<file path="src/rtl/tile_render_pkg.sv">
// Shared types and colour constants for the tile grid renderer.
// Colours are packed {r[1:0], g[1:0], b[1:0]}.
`default_nettype none

package tile_render_pkg;

  typedef enum logic [2:0] {
    PAL_EMPTY   = 3'd0,
    PAL_ACTIVE  = 3'd1,
    PAL_ABSENT  = 3'd2,
    PAL_HINT    = 3'd3,
    PAL_PRESENT = 3'd4,
    PAL_ERROR   = 3'd5,
    PAL_CORRECT = 3'd6
  } palette_idx_e;

  typedef enum logic [0:0] {
    SEQ_IDLE = 1'b0,
    SEQ_FLIP = 1'b1
  } seq_state_e;

  typedef struct packed {
    logic [5:0] border;
    logic [5:0] grad3;
    logic [5:0] grad2;
    logic [5:0] grad1;
    logic [5:0] grad0;
  } palette_t;

  localparam logic [5:0] COLOR_BLACK   = 6'b00_00_00;
  localparam logic [5:0] COLOR_NO_DATA = 6'b00_00_11;

  localparam palette_t PALETTE_EMPTY   = '{6'b01_01_01, 6'b11_11_11, 6'b10_10_10, 6'b01_01_01, 6'b00_00_00};
  localparam palette_t PALETTE_ACTIVE  = '{6'b10_10_10, 6'b11_11_11, 6'b10_10_10, 6'b01_01_01, 6'b00_00_00};
  localparam palette_t PALETTE_ABSENT  = '{6'b01_01_10, 6'b11_11_11, 6'b11_11_11, 6'b10_10_10, 6'b01_01_01};
  localparam palette_t PALETTE_HINT    = '{6'b11_11_00, 6'b11_11_11, 6'b10_10_10, 6'b01_01_01, 6'b00_00_00};
  localparam palette_t PALETTE_PRESENT = '{6'b11_10_00, 6'b11_11_10, 6'b11_11_01, 6'b11_10_01, 6'b10_10_00};
  localparam palette_t PALETTE_ERROR   = '{6'b11_00_00, 6'b11_10_10, 6'b11_01_01, 6'b11_00_00, 6'b10_00_00};
  localparam palette_t PALETTE_CORRECT = '{6'b00_11_00, 6'b11_11_11, 6'b10_11_10, 6'b01_10_01, 6'b00_10_00};

  // Index 7 is unused by the game and falls back to the empty style.
  function automatic palette_t palette_lookup(input logic [2:0] idx);
    palette_t p;
    case (idx)
      PAL_ACTIVE:  p = PALETTE_ACTIVE;
      PAL_ABSENT:  p = PALETTE_ABSENT;
      PAL_HINT:    p = PALETTE_HINT;
      PAL_PRESENT: p = PALETTE_PRESENT;
      PAL_ERROR:   p = PALETTE_ERROR;
      PAL_CORRECT: p = PALETTE_CORRECT;
      default:     p = PALETTE_EMPTY;
    endcase
    return p;
  endfunction

endpackage

`default_nettype wire

</file>
<file path="src/rtl/tile_flip_sequencer.sv">
// Per-frame row-reveal sequencer (column/phase stepping) and selection blink timer.
`default_nettype none

module tile_flip_sequencer
  import tile_render_pkg::*;
#(
  parameter int GRID_COLS    = 5,
  parameter int FLIP_FRAMES  = 8,
  parameter int BLINK_FRAMES = 32
) (
  input  logic       clk,
  input  logic       rst,
  input  logic       frame_start,
  input  logic       reveal_start,
  input  logic [3:0] reveal_row,
  output logic       busy,
  output logic       done,
  output logic [3:0] row_sel,
  output logic [3:0] flip_col,
  output logic [7:0] phase,
  output logic       blink
);

  localparam logic [7:0]  LAST_PHASE = 8'(FLIP_FRAMES - 1);
  localparam logic [3:0]  LAST_COL   = 4'(GRID_COLS - 1);
  localparam logic [15:0] BLINK_LAST = 16'(BLINK_FRAMES - 1);

  seq_state_e  state, state_next;
  logic [3:0]  row_next, col_next;
  logic [7:0]  phase_next;
  logic        done_next;
  logic [15:0] blink_cnt;

  always_ff @(posedge clk or posedge rst) begin
    if (rst) begin
      state    <= SEQ_IDLE;
      row_sel  <= 4'd0;
      flip_col <= 4'd0;
      phase    <= 8'd0;
      done     <= 1'b0;
    end else begin
      state    <= state_next;
      row_sel  <= row_next;
      flip_col <= col_next;
      phase    <= phase_next;
      done     <= done_next;
    end
  end

  // A frame_start arriving with reveal_start in IDLE is not counted as a step.
  always_comb begin
    state_next = state;
    row_next   = row_sel;
    col_next   = flip_col;
    phase_next = phase;
    done_next  = 1'b0;
    case (state)
      SEQ_IDLE: begin
        if (reveal_start) begin
          state_next = SEQ_FLIP;
          row_next   = reveal_row;
          col_next   = 4'd0;
          phase_next = 8'd0;
        end
      end
      SEQ_FLIP: begin
        if (frame_start) begin
          if (phase == LAST_PHASE) begin
            phase_next = 8'd0;
            if (flip_col == LAST_COL) begin
              state_next = SEQ_IDLE;
              col_next   = 4'd0;
              done_next  = 1'b1;
            end else begin
              col_next = flip_col + 4'd1;
            end
          end else begin
            phase_next = phase + 8'd1;
          end
        end
      end
      default: state_next = SEQ_IDLE;
    endcase
  end

  assign busy = (state == SEQ_FLIP);

  always_ff @(posedge clk or posedge rst) begin
    if (rst) begin
      blink_cnt <= 16'd0;
      blink     <= 1'b0;
    end else if (frame_start) begin
      if (blink_cnt == BLINK_LAST) begin
        blink_cnt <= 16'd0;
        blink     <= ~blink;
      end else begin
        blink_cnt <= blink_cnt + 16'd1;
      end
    end
  end

endmodule

`default_nettype wire

</file>
<file path="src/rtl/tile_grid_render.sv">
// Tile grid renderer: maps grid/tile coordinates, palette and glyph data to
// registered Tiny VGA colour, with row-reveal flip and selection-outline blink.
`default_nettype none

module tile_grid_render
  import tile_render_pkg::*;
#(
  parameter int GRID_COLS    = 5,
  parameter int GRID_ROWS    = 6,
  parameter int TILE         = 76,
  parameter int GLYPH_X0     = 22,
  parameter int GLYPH_Y0     = 24,
  parameter int FLIP_FRAMES  = 8,
  parameter int SQUASH_STEP  = 9,
  parameter int BLINK_FRAMES = 32
) (
  input  logic       clk,
  input  logic       rst,
  input  logic [3:0] column,
  input  logic [3:0] row,
  input  logic [7:0] local_x,
  input  logic [7:0] local_y,
  input  logic       frame_start,
  input  logic [1:0] pixel_data,
  input  logic       pixel_data_valid,
  input  logic [2:0] palette_index,
  input  logic       reveal_start,
  input  logic [3:0] reveal_row,
  output logic       reveal_busy,
  output logic       reveal_done,
  output logic [1:0] red,
  output logic [1:0] green,
  output logic [1:0] blue
);

  localparam logic [3:0] COLS_L   = 4'(GRID_COLS);
  localparam logic [3:0] ROWS_L   = 4'(GRID_ROWS);
  localparam logic [7:0] TILE_L   = 8'(TILE);
  localparam logic [7:0] GX_LO    = 8'(GLYPH_X0);
  localparam logic [7:0] GX_HI    = 8'(GLYPH_X0 + 31);
  localparam logic [7:0] GY_LO    = 8'(GLYPH_Y0);
  localparam logic [7:0] GY_HI    = 8'(GLYPH_Y0 + 31);
  localparam logic [7:0] INNER_LO = 8'd6;
  localparam logic [7:0] INNER_HI = 8'(TILE - 7);
  localparam logic [7:0] RING_LO  = 8'd3;
  localparam logic [7:0] RING_HI  = 8'(TILE - 4);
  localparam logic [7:0] HALF     = 8'(FLIP_FRAMES / 2);
  localparam logic [7:0] LAST_PH  = 8'(FLIP_FRAMES - 1);

  logic       busy, blink;
  logic [3:0] row_sel, flip_col;
  logic [7:0] phase;

  tile_flip_sequencer #(
    .GRID_COLS    (GRID_COLS),
    .FLIP_FRAMES  (FLIP_FRAMES),
    .BLINK_FRAMES (BLINK_FRAMES)
  ) u_seq (
    .clk          (clk),
    .rst          (rst),
    .frame_start  (frame_start),
    .reveal_start (reveal_start),
    .reveal_row   (reveal_row),
    .busy         (busy),
    .done         (reveal_done),
    .row_sel      (row_sel),
    .flip_col     (flip_col),
    .phase        (phase),
    .blink        (blink)
  );

  assign reveal_busy = busy;

  logic       in_grid, in_reveal_row, flip_tile, first_half;
  logic       in_glyph, in_inner, in_ring, squashed;
  logic [3:0] flip_col_1b;
  logic [2:0] eff_idx;
  logic [7:0] squash;
  logic [5:0] border, glyph_color, color_next;
  palette_t   pal;

  always_comb begin
    flip_col_1b   = flip_col + 4'd1;
    first_half    = (phase < HALF);
    in_grid       = (row >= 4'd1) && (row <= ROWS_L) && (column >= 4'd1) && (column <= COLS_L);
    in_reveal_row = busy && (row == row_sel);
    flip_tile     = in_reveal_row && (column == flip_col_1b);

    // Unrevealed tiles and the face-down half of the flip show the empty style.
    eff_idx = palette_index;
    if (in_reveal_row) begin
      if (column > flip_col_1b)
        eff_idx = PAL_EMPTY;
      else if (flip_tile && first_half)
        eff_idx = PAL_EMPTY;
    end

    pal    = palette_lookup(eff_idx);
    border = pal.border;
    if (blink && (eff_idx == PAL_ACTIVE))
      border = PALETTE_EMPTY.border;
    else if (blink && (eff_idx == PAL_HINT))
      border = PALETTE_ABSENT.border;

    squash   = first_half ? 8'(phase * SQUASH_STEP) : 8'((LAST_PH - phase) * SQUASH_STEP);
    squashed = flip_tile && ((local_y < squash) || (local_y >= TILE_L - squash));

    in_glyph = (local_x >= GX_LO) && (local_x <= GX_HI) && (local_y >= GY_LO) && (local_y <= GY_HI);
    in_inner = (local_x >= INNER_LO) && (local_x <= INNER_HI) &&
               (local_y >= INNER_LO) && (local_y <= INNER_HI);
    in_ring  = (local_x >= RING_LO) && (local_x <= RING_HI) &&
               (local_y >= RING_LO) && (local_y <= RING_HI);

    case (pixel_data)
      2'd0:    glyph_color = pal.grad0;
      2'd1:    glyph_color = pal.grad1;
      2'd2:    glyph_color = pal.grad2;
      default: glyph_color = pal.grad3;
    endcase

    color_next = COLOR_BLACK;
    if (in_grid && !squashed) begin
      if (in_glyph)
        color_next = pixel_data_valid ? glyph_color : COLOR_NO_DATA;
      else if (in_inner)
        color_next = pal.grad0;
      else if (in_ring)
        color_next = border;
    end
  end

  always_ff @(posedge clk or posedge rst) begin
    if (rst)
      {red, green, blue} <= COLOR_NO_DATA;
    else
      {red, green, blue} <= color_next;
  end

endmodule

`default_nettype wire

</file>
<file path="config.mk">
export PLATFORM = sky130hd
export DESIGN_NAME = tile_grid_render
export DESIGN_NICKNAME = d
export VERILOG_FILES = /design/src/rtl/tile_render_pkg.sv /design/src/rtl/tile_flip_sequencer.sv /design/src/rtl/tile_grid_render.sv
export SDC_FILE = /design/constraint.sdc
export NUM_CORES = 1
export LEC_CHECK = 0
export ABC_AREA = 1
export BUFFER_PORTS_ARGS = -buffer_cell sky130_fd_sc_hd__buf_2
export CAP_MARGIN = 5
export CORE_ASPECT_RATIO = 1.25
export CORE_MARGIN = 10
export CORE_UTILIZATION = 60
export CTS_CLUSTER_DIAMETER = 100
export DETAILED_ROUTE_END_ITERATION = 7
export HOLD_SLACK_MARGIN = 0.05
export MAX_ROUTING_LAYER = met4
export PLACE_DENSITY = 0.86
export RECOVER_POWER = 100
export SYNTH_ARGS = -nofsm -noshare
export SYNTH_HDL_FRONTEND = slang
export SYNTH_HIERARCHICAL = 1
export SYNTH_SLANG_ARGS = --single-unit
</file>
<file path="constraint.sdc">
create_clock -name clk -period 5.2 [get_ports clk]
set_clock_uncertainty 0.05 [all_clocks]
set_input_delay 0.78 -clock clk [delete_from_list [all_inputs] [get_ports clk]]
set_output_delay 0.78 -clock clk [all_outputs]
set_load 0.02 [all_outputs]
</file>
Yosys cells after proc, flatten, opt, wreduce, memory -nomap -nowiden:

Cells that the tools add are included.

* register bits: 41
* bits of input ports: 38
* word-level logic and storage cells: 113

* add/sub/neg operators: 5
* $mul: 2
* magnitude comparators: 20
* eq/ne operators: 16
* muxes and demuxes: 32
* bitwise operators: 2
* reduce and logical (&&, ||, !) cells: 26

Operator list (count)
* one-hot mux 30 bit (6 select lines): 1
* 2-to-1 mux 6 bit: 7
* less-or-equal comparator 8 x 7 -> 1 bit (second input constant): 4
* 2-to-1 mux 8 bit: 4
* logical AND 1 bit: 19
* one-hot mux 6 bit (3 select lines): 1
* adder 16 x 1 -> 16 bit (second input constant): 1
* == test 16 x 5 -> 1 bit (second input constant): 1
* >= comparator 8 x 2 -> 1 bit (second input constant): 2
* >= comparator 8 x 3 -> 1 bit (second input constant): 2
* >= comparator 8 x 5 -> 1 bit (second input constant): 2
* less-or-equal comparator 8 x 6 -> 1 bit (second input constant): 2
* 2-to-1 mux 16 bit: 1
* 2-to-1 mux 4 bit: 4
* one-hot mux 8 bit (2 select lines): 1
* == test 3 bit (second input constant): 3
* multiplier 9 x 5 -> 8 bit (second input constant): 1
* 2-to-1 mux 3 bit: 3
* subtractor 3 x 8 -> 9 bit (first input constant): 1
* adder 8 x 1 -> 8 bit (second input constant): 1
* == test 4 bit: 2
* == test 8 x 3 -> 1 bit (second input constant): 1
* >= comparator 4 x 1 -> 1 bit (second input constant): 2
* >= comparator 8 bit: 1
* 22 further kinds: 36

Depth between registers and ports, before layout:

* depth after elaboration: 15
* depth in mapped cells: 20
* gate-level depth less buffers: 20

Cells and area by module:

Netlist, hierarchy kept.

Modules (own cells, without submodules)
* tile_grid_render: instances 1, cells an instance 347, area an instance 2158.3 um2, sequential area each 152.6 um2
* tile_flip_sequencer: instances 1, cells an instance 247, area an instance 1954.4 um2, sequential area each 875.8 um2

Least setup slack after synthesis:

Ideal clock, no wire load.

* path kind: register to register
* start: register u_seq.phase[3]
* end: register red[0]
* library setup time: 79 ps
* data arrival time: 3392 ps
* required time: 5071 ps
* slack: 1678 ps
* stages on the path, launching flop included: 20
* period minus slack after synthesis: 3522 ps
* cell sequence: dfrtp_1 > inv_1 > ha_1 > ha_1 > ha_1 > fa_1 > nand2_1 > o21ai_0 > inv_1 > nand3_1 > nand2_1 > xnor2_1 > ha_1 > a21oi_1 > o21ai_0 > a21oi_1 > nand3_1 > nand3_1 > nand3b_1 > a21oi_1

* longest elaborated chain between the ends: 13
* elaborated cells between the ends (all ways): 33
* classes of those cells: 2 x add/sub; 2 x mul; 3 x order compare; 6 x eq/ne; 13 x mux; 7 x reduce/logical

Ends and longest elaborated chain
* from (decl): line tile_flip_sequencer.sv:20 `output logic [7:0] phase,`
* from (signal assigned): line tile_flip_sequencer.sv:45 `phase <= phase_next;`
* branches (longest 12 deep; another with subtractor 3 x 8 -> 9 bit)
* 2-to-1 mux 6 bit *: line tile_grid_render.sv:122 `if (in_grid && !squashed) begin`
* net color_next[4]: line tile_grid_render.sv:79 `logic [5:0] border, glyph_color, color_next;`
* to (signal assigned): line tile_grid_render.sv:136 `{red, green, blue} <= color_next;`
* to (decl): line tile_grid_render.sv:31 `output logic [1:0] red,`

Mark *: on every way through the listed nets, which the timed path passes.
A chain may end at the register's enable or synchronous reset.

Final worst setup path:

Ends and elaborated chain as after synthesis.

==> impl_metrics.py <==
metrics = {
    "floorplan": {
        "die-area_um2": 10590,
        "chipHeight_um": 112.6,
        "ios": 46,
        "num_rows": 33,
        "core_um2": 6606,
        "start_util_pct": 62.25,
        "die_w_um": 94.05,
    },
    "routing": {
        "routed_wl_um": 9338,
        "wl_per_cell_um": 12.77,
        "avgViaCountPerCell": 5.282,
        "antenna_left": 0,
        "drtIter0Drc": 188,
        "vias": 3861,
        "remaining_drc_errors": 0,
        "firstDrtPassIters": 4,
    },
    "clock_network": {
        "cts_tree": "done",
        "post_cts_buffers": 0,
        "root_buffer": "clkbuf_8",
        "clk_pin_slew_ns": 0.08,
        "cts_resized": 0,
        "htreeDepth": 2,
        "numCtsBuffers": 5,
        "cts_sinks": 41,
        "cts.path.max_buffers": 2,
        "holdBufCountCts": 0,
        "worstSkewPairLatency_ns": 0.29,
    },
    "sta": {
        "finalCritPeriodShare_pct": 77.01,
        "slew_headroom_pct": -23.05,
        "tightest_slew_ns": 1.846,
        "hold_viol": 0,
        "drv_slew": 36,
        "max_freq_mhz": 249.7,
        "fin_tns_setup_ns": 0,
        "rsz0062_at_grt": "false",
        "fin_ws_ns": 1.196,
        "setup_viol": 0,
        "min_period_ns": 4.004,
    },
    "power": {
        "switchingPower_mw": 1.050,
        "seqPwrFrac_pct": 21.8,
        "p_int_mw": 1.132,
        "power_frac_comb_pct": 66.6,
        "p_clk_share_pct": 11.7,
        "power_density_nw_per_um2": 487.8,
        "leakage_nw": 2.404,
        "peakVddDrop_mv": 0.3047,
        "p_sw_share_pct": 48.13,
    },
    "status": {
        "status": "complete, but fails checks",
        "failed_checks": "capacitance limit, slew limit",
    },
    "synthesis": {
        "yosys_warnings": 6,
        "synth_nets": 674,
        "ys_ff_latch": 41,
        "synth_area_um2": 4113,
        "synth_edf_count": 0,
        "synthArstFlopShare_pct": 100.0,
        "synthCells": 594,
        "avgSynthCellArea_um2": 6.924,
        "synth_cell_types": 42,
        "synth_flop_cell": "dfrtp_1",
        "synth_seq_area_share_pct": 25.01,
    },
    "critical_path": {
        "cp_data_required_time_ns": 5.37,
        "path_max_fanout": 10,
        "end_kind": "flop",
        "worstPathArrival_ns": 4.17,
        "cp-start-kind": "flop",
        "critical_path_class": "reg2reg",
    },
    "placed_design": {
        "place_area_um2": 4424,
        "place_hpwl_um": 7541,
        "pre_cts_ws_ns": 1.232,
        "place.gp.congestion": 0.9544,
        "io_buffers": 45,
    },
    "global_routing": {
        "grt_pass1_vias": 3801,
        "grt-busiest-layer": "met2",
        "use_met1_pct": 22.06,
        "grt_use_met2_pct": 31.50,
        "antenna_found_initial": 0,
        "grt.overflow.total": 0,
        "grt_max_degree": 36,
        "grt_use_total_pct": 18.59,
        "grt_pass1_wl_um": 16470,
        "grtUsageMet3_pct": 3.333,
    },
    "layout": {
        "drive_gt1_share_pct": 12.27,
        "fin_area_um2": 4473,
        "area_growth_pct": 8.762,
        "finish.utilization_pct": 67.71,
        "diodes": 0,
        "final_nets": 723,
    },
    "run": {
        "drv_cap": 1,
    },
    "worst_hold_path": {
        "hp-class": "in2async",
    },
}
cells in the final DEF (no fill, tap or decap), types with 3 or more instances in the layout:
| cell | n |
|---|---|
| nand2_1 | 156 |
| inv_1 | 90 |
| nor2_1 | 64 |
| nand3_1 | 53 |
| ha_1 | 40 |
| dfrtp_1 | 39 |
| buf_2 | 35 |
| a21oi_1 | 20 |
| xor2_1 | 18 |
| o21ai_0 | 18 |
| nand4_1 | 16 |
| xnor2_1 | 11 |
| clkbuf_1 | 11 |
| nand3_2 | 7 |
| inv_2 | 7 |
| nor3_1 | 7 |
| clkbuf_8 | 5 |
| nor2_2 | 4 |
| mux2_2 | 4 |
| nor2_4 | 3 |
| nand3b_1 | 3 |
| o21ai_1 | 3 |
| nand2_2 | 3 |
cells by family after synthesis:
kind of cell | synth area share, %
simple gates | 36.78
mux | 1.643
compound gates | 7.576
flops | 25.01
xor+xnor | 6.176
buf+inv | 9.674
fa+ha+maj | 13.14
final cells by class:
| class | count | area (um2) |
|---|---|---|
| well taps | 87 | 108.9 |
| clock inverters | 3 | 46.29 |
| flip-flops and latches | 41 | 1028 |
| clock buffers | 5 | 68.82 |
| inverters | 98 | 367.9 |
| multi-input cells | 451 | 2636 |
| fillers | 586 | 2133 |
| repair buffers | 46 | 216.5 |
per-stage QoR:
step	instances	power, mW	hold slack, ns
6_report	731	2.182	0.3184
5_1_grt	731	2.457	0.3249
4_1_cts	731	2.202	0.3306
3_5_place_dp	723	1.934	0.4536
3_3_place_gp	723	1.862	0.4357
2_1_floorplan	594	1.641	0.4159
registers in the layout, indices dropped and copies added (netlist names), 2 cells and up:
name	flops
u_seq/row_sel	4
u_seq/blink_cnt	16
green	2
u_seq/flip_col	4
u_seq/phase	8
blue	2
red	2
path summary, 6_finish.rpt:
kind | startpoint | end | slack, ns | depth (start not counted)
worst max-delay path | u_seq/phase[3] | red[0] | 1.20 | 19
worst min-delay path | rst | red[1] | 0.32 | 2
worst max register to register | u_seq/phase[3] | red[0] | 1.20 | 19
worst min register to register | u_seq/blink_cnt[15] | u_seq/blink_cnt[15] | 0.47 | 2
max in group asynchronous | rst | u_seq/done | 2.96 | 3
min in group clk | u_seq/blink_cnt[15] | u_seq/blink_cnt[15] | 0.47 | 2
layer usage:
| layer | share of wire [%] | wire [um] | up-vias |
|---|---|---|---|
| met3 | 4.1 | 383 | 15 |
| met4 | 1.6 | 147 | 0 |
| met5 | 0 | 0 | - |
| met1 | 46 | 4313 | 1768 |
| li1 | - | - | 2009 |
| met2 | 48 | 4494 | 69 |
power by group through the flow:
stage	registers, mW	clock network, mW	logic, mW
after floorplan	0.450	0	1.19
after global placement	0.471	0	1.39
after detailed placement	0.474	0	1.46
after CTS	0.470	0.262	1.47
after global routing	0.485	0.277	1.69
final	0.475	0.255	1.45
synth_stat cells (2+ instances only):
library cell  instances  area share, %
nand2_1             153             14
inv_1                87            7.9
nor2_1               59            5.4
nand3_1              53            6.4
ha_1                 40             12
dfrtp_1              39             24
a21oi_1              20            2.4
o21ai_0              18            2.2
xor2_1               18            3.8
nand4_1              16            2.4
xnor2_1              11            2.3
inv_2                10           0.91
nand3_2               7            1.7
nor2_4                7            1.9
nor3_1                7           0.85
nor2_2                5           0.76
mux2_2                4            1.1
nand2_2               4           0.61
nand2_4               3           0.82
nand3b_1              3           0.55
o21ai_1               3           0.36
buf_4                 2           0.36
dfstp_2               2            1.3
fa_1                  2           0.97
nand4_4               2            1.0
o2111ai_1             2           0.43
o21bai_1              2           0.36
critical path, stage by stage (launching register included):
cell	delay, ns
dfrtp_1	0.56
inv_1	0.10
ha_1	0.34
ha_1	0.29
ha_1	0.23
fa_1	0.48
nand2_1	0.05
o21ai_0	0.11
inv_1	0.09
nand3_1	0.14
nand2_1	0.08
xnor2_1	0.17
ha_1	0.26
a21oi_1	0.15
o21ai_0	0.10
a21oi_1	0.13
nand3_1	0.12
nand3_1	0.09
nand3b_1	0.19
a21oi_1	0.20
(Power assumes the default switching activity.)
